===== src/rtl/fib_sched_if.sv =====
// Request/response and engine handshake bundle for the fibonacci scheduler.
// The scheduler binds to the slave modport; requesters and the engine sit on the master side.
interface fib_sched_if #(
    parameter int unsigned N_REQ = 4,
    parameter int unsigned WIDTH = 16
);
    logic [N_REQ-1:0]       req_valid;
    logic [N_REQ*WIDTH-1:0] req_din;
    logic [N_REQ-1:0]       req_ack;
    logic [N_REQ-1:0]       rsp_valid;
    logic [WIDTH-1:0]       rsp_data;
    logic                   rsp_err;
    logic                   eng_start;
    logic [WIDTH-1:0]       eng_din;
    logic [WIDTH-1:0]       eng_dout;
    logic                   eng_done;
    logic                   busy;

    modport slave (
        input  req_valid, req_din, eng_dout, eng_done,
        output req_ack, rsp_valid, rsp_data, rsp_err, eng_start, eng_din, busy
    );

    modport master (
        output req_valid, req_din, eng_dout, eng_done,
        input  req_ack, rsp_valid, rsp_data, rsp_err, eng_start, eng_din, busy
    );
endinterface


===== src/rtl/fib_sched.sv =====
// Round-robin scheduler sharing one fibonacci engine among N_REQ requesters,
// with a start/done handshake, a watchdog timeout and one-cycle response pulses.
module fib_sched #(
    parameter int unsigned N_REQ   = 4,
    parameter int unsigned WIDTH   = 16,
    parameter int unsigned TIMEOUT = 1024
) (
    input  logic        clk,
    input  logic        reset_n,
    fib_sched_if.slave  bus
);
    localparam int unsigned IW = (N_REQ > 1) ? $clog2(N_REQ) : 1;
    localparam int unsigned CW = $clog2(TIMEOUT) + 1;

    typedef enum logic [1:0] {IDLE, ISSUE, RELEASE, RESP} state_t;

    state_t         state;
    logic [IW-1:0]  winner;
    logic [IW-1:0]  last_served;
    logic [IW-1:0]  pick;
    logic           pick_ok;
    logic [CW-1:0]  cnt;
    logic [WIDTH-1:0] result;
    logic           err;
    int unsigned    idx;

    function automatic logic [N_REQ-1:0] onehot(input logic [IW-1:0] i);
        onehot = N_REQ'(1) << i;
    endfunction

    // Round-robin search starting just after the last requester served
    always_comb begin
        pick    = '0;
        pick_ok = 1'b0;
        idx     = 0;
        for (int unsigned k = 0; k < N_REQ; k++) begin
            idx = (32'(last_served) + 32'd1 + k) % N_REQ;
            if (!pick_ok && bus.req_valid[IW'(idx)]) begin
                pick    = IW'(idx);
                pick_ok = 1'b1;
            end
        end
    end

    always_ff @(posedge clk or negedge reset_n) begin
        if (!reset_n) begin
            state         <= IDLE;
            winner        <= '0;
            last_served   <= IW'(N_REQ - 1);
            cnt           <= '0;
            result        <= '0;
            err           <= 1'b0;
            bus.req_ack   <= '0;
            bus.rsp_valid <= '0;
            bus.rsp_data  <= '0;
            bus.rsp_err   <= 1'b0;
            bus.eng_start <= 1'b0;
            bus.eng_din   <= '0;
            bus.busy      <= 1'b0;
        end else begin
            bus.req_ack   <= '0;
            bus.rsp_valid <= '0;
            case (state)
                IDLE: begin
                    if (pick_ok) begin
                        winner        <= pick;
                        bus.eng_din   <= bus.req_din[32'(pick)*WIDTH +: WIDTH];
                        bus.req_ack   <= onehot(pick);
                        bus.eng_start <= 1'b1;
                        bus.busy      <= 1'b1;
                        cnt           <= '0;
                        err           <= 1'b0;
                        state         <= ISSUE;
                    end
                end
                ISSUE: begin
                    if (bus.eng_done) begin
                        result        <= bus.eng_dout;
                        bus.eng_start <= 1'b0;
                        state         <= RELEASE;
                    end else if (cnt == CW'(TIMEOUT - 1)) begin
                        result        <= '0;
                        err           <= 1'b1;
                        bus.eng_start <= 1'b0;
                        state         <= RELEASE;
                    end else begin
                        cnt <= cnt + CW'(1);
                    end
                end
                // Hold until the engine drops done so the next start sees a clean rise
                RELEASE: begin
                    if (!bus.eng_done) begin
                        bus.rsp_valid <= onehot(winner);
                        bus.rsp_data  <= result;
                        bus.rsp_err   <= err;
                        state         <= RESP;
                    end
                end
                RESP: begin
                    bus.rsp_data <= '0;
                    bus.rsp_err  <= 1'b0;
                    last_served  <= winner;
                    bus.busy     <= 1'b0;
                    state        <= IDLE;
                end
                default: state <= IDLE;
            endcase
        end
    end
endmodule


===== src/flat_wrapper.sv =====
// flat-port wrapper written by rule: the top's interface ports become plain ports
module fib_sched_flat 
#(
    parameter int unsigned N_REQ   = 4,
    parameter int unsigned WIDTH   = 16,
    parameter int unsigned TIMEOUT = 1024
)
  (clk, reset_n, bus_req_valid, bus_req_din, bus_eng_dout, bus_eng_done, bus_req_ack, bus_rsp_valid, bus_rsp_data, bus_rsp_err, bus_eng_start, bus_eng_din, bus_busy);
  fib_sched_if #(.N_REQ(N_REQ), .WIDTH(WIDTH)) bus_i ();
  input  logic clk;
  input  logic reset_n;
  input wire logic [$bits(bus_i.req_valid)-1:0] bus_req_valid;
  input wire logic [$bits(bus_i.req_din)-1:0] bus_req_din;
  input wire logic [$bits(bus_i.eng_dout)-1:0] bus_eng_dout;
  input wire logic [$bits(bus_i.eng_done)-1:0] bus_eng_done;
  output wire logic [$bits(bus_i.req_ack)-1:0] bus_req_ack;
  output wire logic [$bits(bus_i.rsp_valid)-1:0] bus_rsp_valid;
  output wire logic [$bits(bus_i.rsp_data)-1:0] bus_rsp_data;
  output wire logic [$bits(bus_i.rsp_err)-1:0] bus_rsp_err;
  output wire logic [$bits(bus_i.eng_start)-1:0] bus_eng_start;
  output wire logic [$bits(bus_i.eng_din)-1:0] bus_eng_din;
  output wire logic [$bits(bus_i.busy)-1:0] bus_busy;
  assign bus_i.req_valid = bus_req_valid;
  assign bus_i.req_din = bus_req_din;
  assign bus_i.eng_dout = bus_eng_dout;
  assign bus_i.eng_done = bus_eng_done;
  assign bus_req_ack = bus_i.req_ack;
  assign bus_rsp_valid = bus_i.rsp_valid;
  assign bus_rsp_data = bus_i.rsp_data;
  assign bus_rsp_err = bus_i.rsp_err;
  assign bus_eng_start = bus_i.eng_start;
  assign bus_eng_din = bus_i.eng_din;
  assign bus_busy = bus_i.busy;
  fib_sched #(.N_REQ(N_REQ), .WIDTH(WIDTH), .TIMEOUT(TIMEOUT)) u_core (.clk(clk), .reset_n(reset_n), .bus(bus_i));
endmodule

===== config.mk =====
export PLATFORM = sky130hd
export DESIGN_NAME = fib_sched_flat
export DESIGN_NICKNAME = d
export VERILOG_FILES = /design/src/rtl/fib_sched_if.sv /design/src/rtl/fib_sched.sv /design/src/flat_wrapper.sv
export SDC_FILE = /design/constraint.sdc
export NUM_CORES = 1
export LEC_CHECK = 0
export ABC_AREA = 1
export BUFFER_PORTS_ARGS = -buffer_cell sky130_fd_sc_hd__buf_4
export CORE_AREA = 4 4 103 105
export DETAILED_ROUTE_END_ITERATION = 10
export DIE_AREA = 0 0 107 109
export GPL_TIMING_DRIVEN = 0
export PLACE_DENSITY = 0.71
export SYNTH_ARGS = -nofsm -noshare
export SYNTH_HDL_FRONTEND = slang
export SYNTH_SLANG_ARGS = --single-unit

===== constraint.sdc =====
create_clock -name clk -period 2.5 [get_ports clk]
set_clock_uncertainty 0.1 [all_clocks]
set_input_delay 0.125 -clock clk [delete_from_list [all_inputs] [get_ports clk]]
set_output_delay 0.125 -clock clk [all_outputs]
set_load 0.01 [all_outputs]

==> flow_summary_export.csv, run 1 <==
group,metric,value,unit
setup_path,end_kind,"register",
synth,syn-cell-area,4310,um2
pwr,total_leakage_power,3.25,nW
synth,synth_seq_cells,77,
setup_path,cp_slowest_stage_delay,420,ps
cells_and_area,num-nets-final,851,
synth,synth_cells,575,
clocking,clock_path_buffers,2,
setup_path,worstSetupPathType,"reg -> reg",
floorplan,die_area,11700,um2
synth,syn-num-nets,668,
timing,hold_violations,0,
timing,tightest_slew,952,ps
setup_path,crit_buf_inv,3,
setup_path,crit_arrival,2400,ps
synth,synth_area_per_cell,7.50,um2
floorplan,die_height,109,um
route,wl_per_cell,13.9,um
route,viasPerCell,4.80,
synth,synth_top_area_share,0.435,
setup_path,crit_path_start_kind,"register",
timing,hold_ws,12.3,ps
grt,grt_pass1_wl,19900,um
grt,grt_pass1_vias,4316,
grt,grt_max_degree,78,
pwr,ir_drop,863,uV
setup_path,reg2regPathDepth,11,
synth,ys_top_cells_by_area,"dfrtp_1 (44%), nand2_1 (14%), nand3_1 (9.7%)",
pwr,power.internal,3.82,mW
placement,gp_congestion,0.923,
cells_and_area,antenna_cells,0,
grt,use_met3,0.0485,
clocking,clk_pin_slew,90,ps
timing,fin_setup_tns,0,ps
synth,yosysMostFrequentCell,"nand2_1",
route,drt_wl_total,12400,um
cells_and_area,post-route-util,0.633,
setup_path,crit_cells,11,
min_path,whs_path_depth,5,
placement,io_buffers,129,
pwr,combPwrFrac,0.572,
cells_and_area,final_cells,896,
pwr,switching_power,3.18,mW
setup_path,required,2630,ps
grt,grt.total_usage,0.213,
min_path,hp-class,"in -> reg",
pwr,clkPwrFrac,0.144,
route,drt-pass1-iter-count,4,
clocking,worstSkewPairLatency,350,ps
cells_and_area,synthToLayoutAreaGrowth,41.5,%
pwr,p_sw_frac,0.454,
timing,setup_viol,0,
synth,synth_edf_count,0,
route,ant_nets,0,
route,drc,0,
grt,grtUsageMet1,0.260,
grt,overflow,0,
floorplan,die_width,107,um
run,maxCapViolations,0,
floorplan,core,9640,um2
setup_path,crit_family,"simple AND/OR/NAND/NOR gates",
cells_and_area,drive_above_1_share,0.241,
timing,fmaxAchievable,0.441,GHz
synth,async_flop_share,1.00,
clocking,cts_root_buf,"clkbuf_8",
synth,synth_area_leader_cell,"dfrtp_1",
placement,dp.final_hpwl,8500,um
synth,synth_common_cells,"nand2_1 (158), inv_1 (103), nand3_1 (84)",
clocking,htreeDepth,3,
timing,fin_crit,2270,ps
synth,yosysWarnings,0,
timing,slew_headroom,0.365,
clocking,cts_buffers,9,
pwr,seqPwrFrac,0.283,
floorplan,rows,36,
setup_path,path_cells,"ha_1 > inv_1 > nor2_1 > nand3_1 > nor2_1 > nand3_1 > nor3_2 > o21ai_1 > inv_2 > clkbuf_4 > o21ai_0",
clocking,cts.sinks,77,
run_status,status,"finished, final reports clean",
placement,placed_cells,837,
floorplan,initial_core_util,0.448,
grt,top_usage_layer,"met2",
setup_path,worst-path-max-fanout,10,
timing,post-route-period-util,0.907,
grt,use_met2,0.375,
synth,synth.distinct_cells,35,
grt,antenna_found_initial,0,
timing,slew_violations,0,
synth,yosysSeqAreaShare,0.447,
pwr,powerDensity,1150,nW/um2
synth,synth_ff_type,"dfrtp_1",
floorplan,ios,130,
route,vias,4304,
setup_path,crit_slowest_cell,"dfrtp_1",
pwr,total_power,7.00,mW
route,drtIter0Drc,208,
clocking,cts_tree,"built",
placed cells by master (no fill, tap or decap), types with 3 or more instances in the layout:
cell type	synthesis	final
buf_2	5	4
buf_4	4	133
buf_6	6	6
clkbuf_1	7	7
clkbuf_8	0	9
dfrtp_1	75	75
dlygate4sd3_1	0	43
ha_1	6	6
inv_1	103	102
inv_2	4	5
inv_8	0	3
nand2_1	158	158
nand2_2	5	5
nand3_1	84	84
nand4_1	3	3
nor2_1	21	21
nor2_4	3	4
nor3_1	7	6
o21ai_0	25	25
o22ai_1	17	17
or2_1	15	15
xor2_1	7	7
area by class of cell:
class	instances	area [um2]
multi-input cells	368	1840
flip-flops and latches	77	1930
clock inverters	7	90.1
inverters	108	405
fillers	851	3530
well taps	133	166
plain buffers	22	151
repair buffers	172	1400
clock buffers	9	124
registers in the layout (all words and copies together), names as in the netlist:
name	cells
u_core.state	2
u_core.bus.busy	1
u_core.bus.eng_start	1
u_core.err	1
u_core.bus.req_ack	4
u_core.bus.rsp_data	16
u_core.result	16
u_core.last_served	2
u_core.bus.rsp_err	1
u_core.cnt	11
u_core.bus.eng_din	16
u_core.winner	2
u_core.bus.rsp_valid	4
cells by family after synthesis:
| family | after synthesis | share of synthesized area |
|---|---|---|
| adders and majority gates | 6 | 0.0174 |
| and+or+nand+nor | 303 | 0.322 |
| DFF | 77 | 0.447 |
| buffers and inverters | 130 | 0.128 |
| AOI/OAI and AO/OA | 51 | 0.0684 |
| xor gates and xnor gates | 8 | 0.0162 |
metrics by stage:
step	cell area, um2	setup slack [ps]
floorplan	4310	529
global placement	5450	199
detailed placement	5450	142
CTS	6090	129
global route	6110	-0.337
finish	6110	232
metal layers:
metal	vias to the layer above	routed length (um)
li1	2153	-
met1	1959	5010
met2	164	6340
met3	28	768
met4	0	288
met5	-	0
power groups by stage:
stage / registers (mW) / clock network (mW) / logic (mW)
after floorplan: 2.08 / 0 / 2.53
after detailed placement: 2.00 / 0 / 3.92
after global routing: 2.03 / 1.10 / 4.46
after CTS: 1.98 / 1.04 / 4.00
final: 1.98 / 1.01 / 4.01
after global placement: 1.99 / 0 / 3.85
path summary, 6_finish.rpt:
check                                       start                      end  slack, ps
max                                 u_core.cnt[0]        u_core.result[12]        230
min                               bus_req_din[56]    u_core.bus.eng_din[8]         10
max reg2reg                         u_core.cnt[0]        u_core.result[12]        230
min reg2reg                u_core.bus.eng_din[10]   u_core.bus.eng_din[10]        390
max in group asynchronous                 reset_n  u_core.bus.rsp_data[11]       1320
min in group asynchronous                 reset_n    u_core.bus.eng_din[6]        340
tightest hold or removal path, stage by stage:
cell,delay (ps)
buf_4,80
inv_1,30
nand2_1,50
nand3_1,70
nand3_1,80
what timing repair did:
item / 4_1_cts / 5_1_grt
endpoints found under the hold margin: 99 / 0
buffers inserted: 0 / 0
resized for setup: 0 / 4
setup endpoints to repair: 0 / 13
hold buffers: 43 / 0
No activity file was read; power rests on OpenSTA's default activity.
==> run 2, diff against run 1 <==
- CORE_AREA: 4 4 103 105 -> 4 4 125 127
- DIE_AREA: 0 0 107 109 -> 0 0 129 131
- PLACE_DENSITY: 0.71 -> unset
==> run 2 against run 1 <==
Sequential power hardly changed. Non-clock buffer count is 23 lower. Combinational power is 2% lower. Wire length is 3.1% lower. Die area is 45% higher. Sequential share of layout area is 0.38 points higher. Clock power is 38% higher. Largest cell class unchanged.
==> flow_summary_export.csv, run 2 (same netlist as run 1, synthesis figures left out) <==
group,metric,value,unit
placement,gp_congestion,0.839,
clocking,cts_setup_buffers,0,
timing,setup_slack,183,ps
cells_and_area,num-nets-final,828,
clocking,cts_tree,"built",
grt,grt_pass1_wl,19500,um
pwr,powerDensity,1210,nW/um2
floorplan,die_height,131,um
setup_path,critPathLaunch,"u_core.state[0]",
floorplan,core,14400,um2
route,vias,4071,
setup_path,required,2600,ps
clocking,clock_path_buffers,2,
floorplan,initial_core_util,0.299,
setup_path,crit_arrival,2420,ps
setup_path,r2r_start,"u_core.state[0]",
grt,antenna_found_initial,0,
clocking,worstSkewPairLatency,340,ps
min_path,min_from,"bus_req_din[7]",
timing,fmaxAchievable,0.432,GHz
grt,overflow,0,
run,maxCapViolations,0,
run_status,status,"finished, final reports clean",
setup_path,crit_path_start_kind,"register",
cells_and_area,multi_input_area,1840,um2
setup_path,worst-path-max-fanout,10,
cells_and_area,mostFrequentLayoutCell,"nand2_1",
route,drt_wl_total,12000,um
floorplan,die_width,129,um
timing,fin_setup_tns,0,ps
cells_and_area,drive_above_1_share,0.249,
floorplan,ios,130,
route,wl_per_cell,13.0,um
cells_and_area,regArea,1930,um2
cells_and_area,reg_top3,"u_core.bus.eng_din (16), u_core.bus.rsp_data (16), u_core.result (16)",
timing,setup_viol,0,
grt,grt_pass1_vias,3994,
setup_path,rrSetupSlack,180,ps
placement,io_buffers,129,
pwr,ir_drop,474,uV
placement,dp.final_hpwl,8770,um
timing,rsz0062_at_grt,"false",
cells_and_area,post-route-util,0.418,
setup_path,reg2regPathDepth,8,
cells_and_area,fillers,1531,
pwr,total_leakage_power,3.20,nW
min_path,hp-class,"in -> reg",
min_path,whs_path_depth,4,
setup_path,end_kind,"register",
clocking,clk_pin_slew,70,ps
timing,slew_headroom,0.336,
placement,pre_cts_ws,125,ps
timing,fin_crit,2320,ps
route,drt-pass1-iter-count,4,
clocking,cts.sinks,77,
clocking,htreeDepth,3,
floorplan,die_area,16900,um2
timing,hold_violations,0,
setup_path,worstSetupPathType,"reg -> reg",
timing,slew_violations,0,
route,ant_nets,0,
route,viasPerCell,4.41,
timing,post-route-period-util,0.927,
cells_and_area,antenna_cells,0,
timing,tightest_slew,997,ps
clocking,cts_buffers,9,
floorplan,rows,44,
route,drc,0,
grt,grt.total_usage,0.143,
min_path,min_to,"u_core.bus.eng_din[7]",
cells_and_area,synthToLayoutAreaGrowth,39.8,%
setup_path,rr_endpoint,"u_core.bus.rsp_data[4]",
cells_and_area,layout_common_cells,"nand2_1 (158), buf_4 (133), inv_1 (102)",
route,drtIter0Drc,172,
clocking,cts_root_buf,"clkbuf_16",
grt,grt_max_degree,78,
run 2: worst max-delay path by stage:
stage / end / slack [ps] / cells past startpoint
after detailed placement: u_core.result[14] / 130 / 11
after CTS: u_core.result[14] / 120 / 11
after global placement: u_core.result[13] / 170 / 11
after global routing: u_core.bus.rsp_data[13] / 0.5 / 8
final: u_core.bus.rsp_data[4] / 180 / 8
after floorplan: u_core.bus.eng_din[11] / 530 / 14
run 2: cell type report:
class	instances	area share
timing repair buffer	149	0.194
buffer	22	0.0247
inverter	108	0.0672
multi-input combinational	368	0.304
tap	184	0.0382
sequential	77	0.320
clock inverter	6	0.0127
clock buffer	10	0.0396
run 2: per-stage QoR:
| stage | instances | cell area [um2] | power, mW | hold slack (ps) |
|---|---|---|---|---|
| floorplan | 575 | 4310 | 4.61 | -271 |
| global placement | 888 | 5510 | 5.94 | 260 |
| detailed placement | 888 | 5510 | 5.98 | 270 |
| CTS | 924 | 6030 | 7.43 | 0.209 |
| global route | 924 | 6030 | 7.98 | 13.5 |
| finish | 924 | 6030 | 7.29 | 9.57 |
run 2: repair_timing:
item                                   4_1_cts  5_1_grt
gates resized for setup                      0        2
setup endpoints to repair                    0       10
hold buffers                                20        0
endpoints found under the hold margin       93        0
run 2: metal layers:
| layer | vias up | GRT usage | part of all wire |
|---|---|---|---|
| met5 | - | 0 | 0 |
| met1 | 1849 | 0.188 | 0.46 |
| met3 | 8 | 0.0329 | 0.058 |
| met4 | 0 | 0.0395 | 0.0072 |
| met2 | 102 | 0.238 | 0.47 |
| li1 | 2112 | - | - |
run 2: critical path, cell delays in order (launching register included):
cell and delay, ps:
dfrtp_1 420, inv_1 120, ha_1 230, inv_1 60, nor2_1 110, inv_1 110
o21ai_1 430, clkbuf_1 460, o22ai_1 130
run 2: where the power goes:
part	switching, mW	leakage (nW)	internal [mW]
Sequential	0.232	0.994	1.73
Combinational	2.37	2.05	1.57
Clock	0.572	0.156	0.821
